--- config.mk ---
export PLATFORM = sky130hd
export DESIGN_NAME = clock_enable_gen
export DESIGN_NICKNAME = d
export VERILOG_FILES = /design/src/rtl/clock_enable_gen.sv
export SDC_FILE = /design/constraint.sdc
export NUM_CORES = 1
export LEC_CHECK = 0
export CAP_MARGIN = 25
export CORE_ASPECT_RATIO = 1.4
export CORE_MARGIN = 2
export CORE_UTILIZATION = 56
export CTS_CLUSTER_SIZE = 16
export DETAILED_ROUTE_END_ITERATION = 8
export GPL_TIMING_DRIVEN = 0
export PLACE_DENSITY = 0.75
export RECOVER_POWER = 100
export SETUP_SLACK_MARGIN = 0.1
export SLEW_MARGIN = 30
export SYNTH_ARGS = -nofsm -noshare
export SYNTH_HDL_FRONTEND = slang
export SYNTH_SLANG_ARGS = --single-unit
--- constraint.sdc ---
create_clock -name clock -period 7.1 [get_ports clock]
set_clock_uncertainty 0.2 [all_clocks]
set_input_delay 1.42 -clock clock [delete_from_list [all_inputs] [get_ports clock]]
set_output_delay 1.42 -clock clock [all_outputs]
set_load 0.01 [all_outputs]
--- src/rtl/clock_enable_gen.sv ---
// clock_enable_gen: NUM_CH programmable clock-enable generators on one system clock.
// Each channel emits a one-cycle tick every div cycles and a 50% square wave of
// period 2*div. Divisors are written at runtime; channels can be gated or cleared.
//
// Ports:
//   clock    - system clock, rising edge
//   reset    - synchronous, active-high; restores DIV_INIT and clears all state
//   ch_en    - per-channel run enable
//   sync_clr - clears every channel counter, tick and sq (phase alignment)
//   cfg_we   - divisor write strobe
//   cfg_ch   - channel index for the write
//   cfg_div  - new divisor (0 is rejected)
//   tick     - registered one-cycle enable strobe per channel
//   sq       - registered square wave per channel
//   cfg_err  - registered one-cycle pulse after a rejected write
module clock_enable_gen #(
  parameter int unsigned NUM_CH = 4,
  parameter int unsigned CNT_W  = 16,
  parameter int unsigned CH_W   = 2,
  parameter logic [NUM_CH*CNT_W-1:0] DIV_INIT = {16'd25000, 16'd25, 16'd1, 16'd1}
) (
  input  logic              clock,
  input  logic              reset,
  input  logic [NUM_CH-1:0] ch_en,
  input  logic              sync_clr,
  input  logic              cfg_we,
  input  logic [CH_W-1:0]   cfg_ch,
  input  logic [CNT_W-1:0]  cfg_div,
  output logic [NUM_CH-1:0] tick,
  output logic [NUM_CH-1:0] sq,
  output logic              cfg_err
);

  logic [CNT_W-1:0]  div_q [NUM_CH];
  logic [CNT_W-1:0]  cnt_q [NUM_CH];
  logic [CNT_W-1:0]  div_d [NUM_CH];
  logic [CNT_W-1:0]  cnt_d [NUM_CH];
  logic [NUM_CH-1:0] tick_d;
  logic [NUM_CH-1:0] sq_d;
  logic [NUM_CH-1:0] wr_hit;
  logic              cfg_err_d;

  // Write decode: a write lands only on an existing channel with a nonzero divisor.
  always_comb begin
    wr_hit = '0;
    for (int i = 0; i < int'(NUM_CH); i++) begin
      wr_hit[i] = cfg_we && (cfg_ch == CH_W'(i)) && (cfg_div != '0);
    end
    cfg_err_d = cfg_we && (wr_hit == '0);
  end

  // Per-channel next state. Clear and write take priority over a due tick.
  always_comb begin
    for (int i = 0; i < int'(NUM_CH); i++) begin
      div_d[i]  = div_q[i];
      cnt_d[i]  = cnt_q[i];
      tick_d[i] = 1'b0;
      sq_d[i]   = sq[i];
      if (wr_hit[i]) begin
        div_d[i] = cfg_div;
      end
      if (sync_clr || wr_hit[i]) begin
        cnt_d[i] = '0;
        sq_d[i]  = 1'b0;
      end else if (ch_en[i] && (div_q[i] != '0)) begin
        // div_q is nonzero here, so div-1 never wraps.
        if (cnt_q[i] == div_q[i] - CNT_W'(1)) begin
          cnt_d[i]  = '0;
          tick_d[i] = 1'b1;
          sq_d[i]   = ~sq[i];
        end else begin
          cnt_d[i] = cnt_q[i] + CNT_W'(1);
        end
      end
    end
  end

  // State and output registers.
  always_ff @(posedge clock) begin
    if (reset) begin
      for (int i = 0; i < int'(NUM_CH); i++) begin
        div_q[i] <= DIV_INIT[i*CNT_W +: CNT_W];
        cnt_q[i] <= '0;
      end
      tick    <= '0;
      sq      <= '0;
      cfg_err <= 1'b0;
    end else begin
      for (int i = 0; i < int'(NUM_CH); i++) begin
        div_q[i] <= div_d[i];
        cnt_q[i] <= cnt_d[i];
      end
      tick    <= tick_d;
      sq      <= sq_d;
      cfg_err <= cfg_err_d;
    end
  end

endmodule

Yosys cells after proc, flatten, opt, wreduce, memory -nomap -nowiden. Memories as Yosys holds them, arrays and structs flattened. Cells that the tools add are included.

Add/sub/neg operators: 8. Equal/unequal tests: 7. Mux-type cells: 31. Bitwise operators: 16. Reduce and logical (&&, ||, !) cells: 36.

Operator list (number): 2-to-1 mux 16 bit (24); nonzero test 16 bit (5); adder 16 x 1 -> 16 bit, second input constant (4); == test 16 bit (4); subtractor 16 x 1 -> 16 bit, second input constant (4); logical AND 1 bit (13); OR reduction 3 bit (4); NOT 1 bit (8); bitwise OR 1 bit (8); AND reduction 2 bit (4); OR reduction 2 bit (4); 2-to-1 mux 1 bit (7); == test 2 bit, second input constant (2); logical NOT 4 bit (1); logical OR 1 bit (4); == test 2 x 1 -> 1 bit, second input constant (1); logical NOT 2 bit (1).

Flip-flop bits (word level): 9. RAM bits: 128. Input bits: 26. Output and inout bits: 9. Logic and storage cells: 109. Memories kept: 2.

Memory list: cnt_q (depth 4, bits a word 16, read ports 4, clocked after memory_dff 0, write ports 4, RTL line 35) `logic [CNT_W-1:0] cnt_q [NUM_CH];`; div_q (depth 4, bits a word 16, read ports 4, clocked after memory_dff 0, write ports 4, RTL line 34) `logic [CNT_W-1:0] div_q [NUM_CH];`.

Logic depth before layout (Yosys ltp).
Depth after elaboration: 6. Depth in mapped cells: 11. Mapped depth without buffers: 9.

Worst setup path before layout. Ideal clock, no wire load.

Kind: input to register. From: input port cfg_div[2]. To: memory div_q[1][10]. Library setup time: 0.128 ns. Arrival time: 3.140 ns. Path slack: 3.632 ns. Stages on the path: 7. Path buffers: 2. Cell sequence: nor4_1 -> a41oi_1 -> nand3_1 -> clkbuf_1 -> clkbuf_1 -> mux2i_1 -> nor2_1.

RTL lines: from (decl) (RTL line 28) `input logic [CNT_W-1:0] cfg_div,`; to (decl) (RTL line 34).

==> impl_metrics.ini <==
[outcome]
outcome = completed

[layout]
final_cells = 1211
drive_gt1_share_pct = 5.17
regArea_um2 = 2740
multi_input_area_um2 = 4890
final_cell_mix = nor2_1 (148), dfxtp_1 (137), nand2_1 (79)
nNetsFinal = 1047
mostFrequentLayoutCell = nor2_1
fillers = 1219
syn2layout_area_growth_pct = 15.6
utilization_pct = 65.9
antennaDiodeCount = 0
finalInstanceArea_um2 = 9130

[power_and_ir_drop]
netSwitchingPower_uw = 484
power_per_cell_area_nw_per_um2 = 217
power_leakage_uw = 0.00350
p_comb_share_pct = 10.2
p_int_uw = 1490
ir_drop_v = 0.000155
clock_power_share_pct = 49.0
swShare_pct = 24.5
pwr-share-seq_pct = 40.9

[synthesis]
synth_edf_count = 0
yosysSeqAreaShare_pct = 34.8
async_reset_ff_share_pct = 0
synth_cells = 961
ys.flop_type = dfxtp_1
yosys.cell_types.count = 71
ys_seq_elements = 137
avgSynthCellArea_um2 = 8.21
synth_nets = 995
synth_area_um2 = 7890
yosysWarnings = 0

[floorplan]
die_area_um2 = 15100
initial_utilization_pct = 57.0
dieHeight_um = 144
die_w_um = 104
io_pins = 35
coreArea_um2 = 13800
rows = 51

[cts]
cts_root_buffer = clkbuf_16
cts_hold_buf = 0
cts_setup_buffers = 0
ctsLongestPathBuffers = 2
clkTransAtPathRegs_ns = 0.06
clk_latency_ns = 0.43
numCtsBuffers = 17
htree_levels = 4
cts_resized = 0
cts_tree = built
cts.sinks = 137

[timing]
grt_setup_unrepaired = false
finalSetupViolations = 0
max_freq_ghz = 0.240
drv_slew = 0
maxSlewHeadroom_pct = 39.2
worst_slack_ns = 2.94
worst_slew_pin_slew_ns = 0.904
finalHoldViolations = 0
min_period_over_period_pct = 58.6
tns_ns = 0
fin_crit_ns = 4.16

[grt]
globalRoute.totalOverflow = 0
antenna_found_initial = 0
grt_pass1_vias = 6665
grt_pass1_wl_mm = 32.2
grtUsageMet3_pct = 4.55
grt_max_degree = 17
use_met2_pct = 48.1
grt_use_total_pct = 26.7
met1_usage_pct = 30.7
grt_busiest_layer = met2

[placed_design]
port_buffers = 33
dp_cells = 1179
dp_hpwl_mm = 14.3
post-place-ws_ns = 2.58
routabilityCongestion = 0.951
placed_area_um2 = 8470

[detailed_routing]
wl_mm = 19.4
dr.pass1.iters = 5
drt-wirelength-per-cell_um = 16.0
drt_iter0_drc = 349
ant_nets = 0
vias = 7032
drc = 0
vias_per_cell = 5.81

[worst_setup_path]
critPathKind = input pin to flip-flop
worstPathArrival_ns = 4.26
crit_path_start_kind = input pin
path_max_fanout = 10
required_ns = 7.20
end_kind = flip-flop

[worst_hold_path]
hold_path.class = flip-flop to flip-flop

[job]
cap_violations = 0
## path summary, 6_finish.rpt
kind,from,cells past startpoint,slack [ns],to
setup reg to reg,div_q[0][2]$_SDFFE_PP0P_,10,3.19,cnt_q[0][10]$_SDFFE_PP0P_
setup / recovery,cfg_div[15],8,2.94,div_q[1][14]$_SDFFE_PP0P_
hold / removal,sq[2]$_SDFFE_PP0P_,2,0.29,sq[2]$_SDFFE_PP0P_
hold reg to reg,sq[2]$_SDFFE_PP0P_,2,0.29,sq[2]$_SDFFE_PP0P_
## registers in the layout (all words and copies together), names as in the netlist
name and cells:
sq 4, cfg_err 1, div_q 64, cnt_q 64, tick 4
## synthesized netlist by cell type (4+ instances only)
cell type  instances  area, um^2
or4_1              9        67.6
a2111oi_0          6        52.6
dfxtp_1          137        2740
o311ai_0           6        52.6
a31oi_1            6        37.5
nand4_1           28         175
nand2_1           79         297
clkbuf_1          39         146
nand3b_1          15         113
nor3b_1            4        30.0
nor4_1            23         144
xor2_1            75         657
inv_1             27         101
a211o_1            8        70.1
nand3_1           37         185
a21oi_1           23         115
or3_1              8        50.1
o31a_1             5        43.8
mux2i_1           45         450
o21ai_0           16        80.1
and4_1             4        35.0
nand4b_1           4        35.0
and2_1             8        50.1
nand2b_1           6        37.5
and3_1            17         106
or2_2              5        31.3
nor3_1            22         110
nor2_1           148         556
nor2b_1           14        87.6
xnor2_1           57         499
ha_1               8         100
a211oi_1           5        37.5
o31ai_1            6        45.0
## stage by stage
stage          power [uW]  hold WS (ns)
2_1_floorplan         955         0.261
3_3_place_gp         1020         0.269
3_5_place_dp         1020         0.282
4_1_cts              1980         0.290
5_1_grt              2040         0.323
6_report             1980         0.289
## worst max-delay path, stage by stage
cell           delay (ns)
dlygate4sd3_1        0.66
nor4_1               0.31
a41oi_1              0.28
nand3_1              0.22
clkbuf_1             0.46
clkbuf_1             0.59
mux2i_1              0.27
nor2_1               0.05
## routing by layer
| layer | part of all wire [%] | routed length [um] |
|---|---|---|
| met4 | 3.3 | 640 |
| met5 | 0 | 0 |
| met2 | 50 | 9760 |
| met3 | 3.4 | 664 |
| met1 | 43 | 8340 |
## cell type report
type                            instances  share of cell area (%)
Tap cell                              185                    2.54
Buffer                                 44                    1.97
Multi-Input combinational cell        753                    53.6
Sequential cell                       137                    30.1
Inverter                               27                    1.11
Clock buffer                           21                    5.27
Clock inverter                         11                    1.82
Timing Repair Buffer                   33                    3.62
## cell families (layout without fill, tap and decap cells)
family	Yosys count	in the layout	synth area share, %
and+or+nand+nor	448	448	28.8
DFF	137	137	34.8
xor gates and xnor gates	133	133	14.9
AOI/OAI and AO/OA	119	119	11.0
buffers and inverters	71	136	3.57
muxes	45	45	5.71
adders and majority gates	8	8	1.27
## power groups by stage
stage	clock [uW]	combinational [uW]	sequential, uW
after floorplan	0	138	817
after global placement	0	195	824
after detailed placement	0	198	824
after CTS	977	199	807
after global routing	1010	222	811
final	969	202	808
No activity file was read; power rests on OpenSTA's default activity.
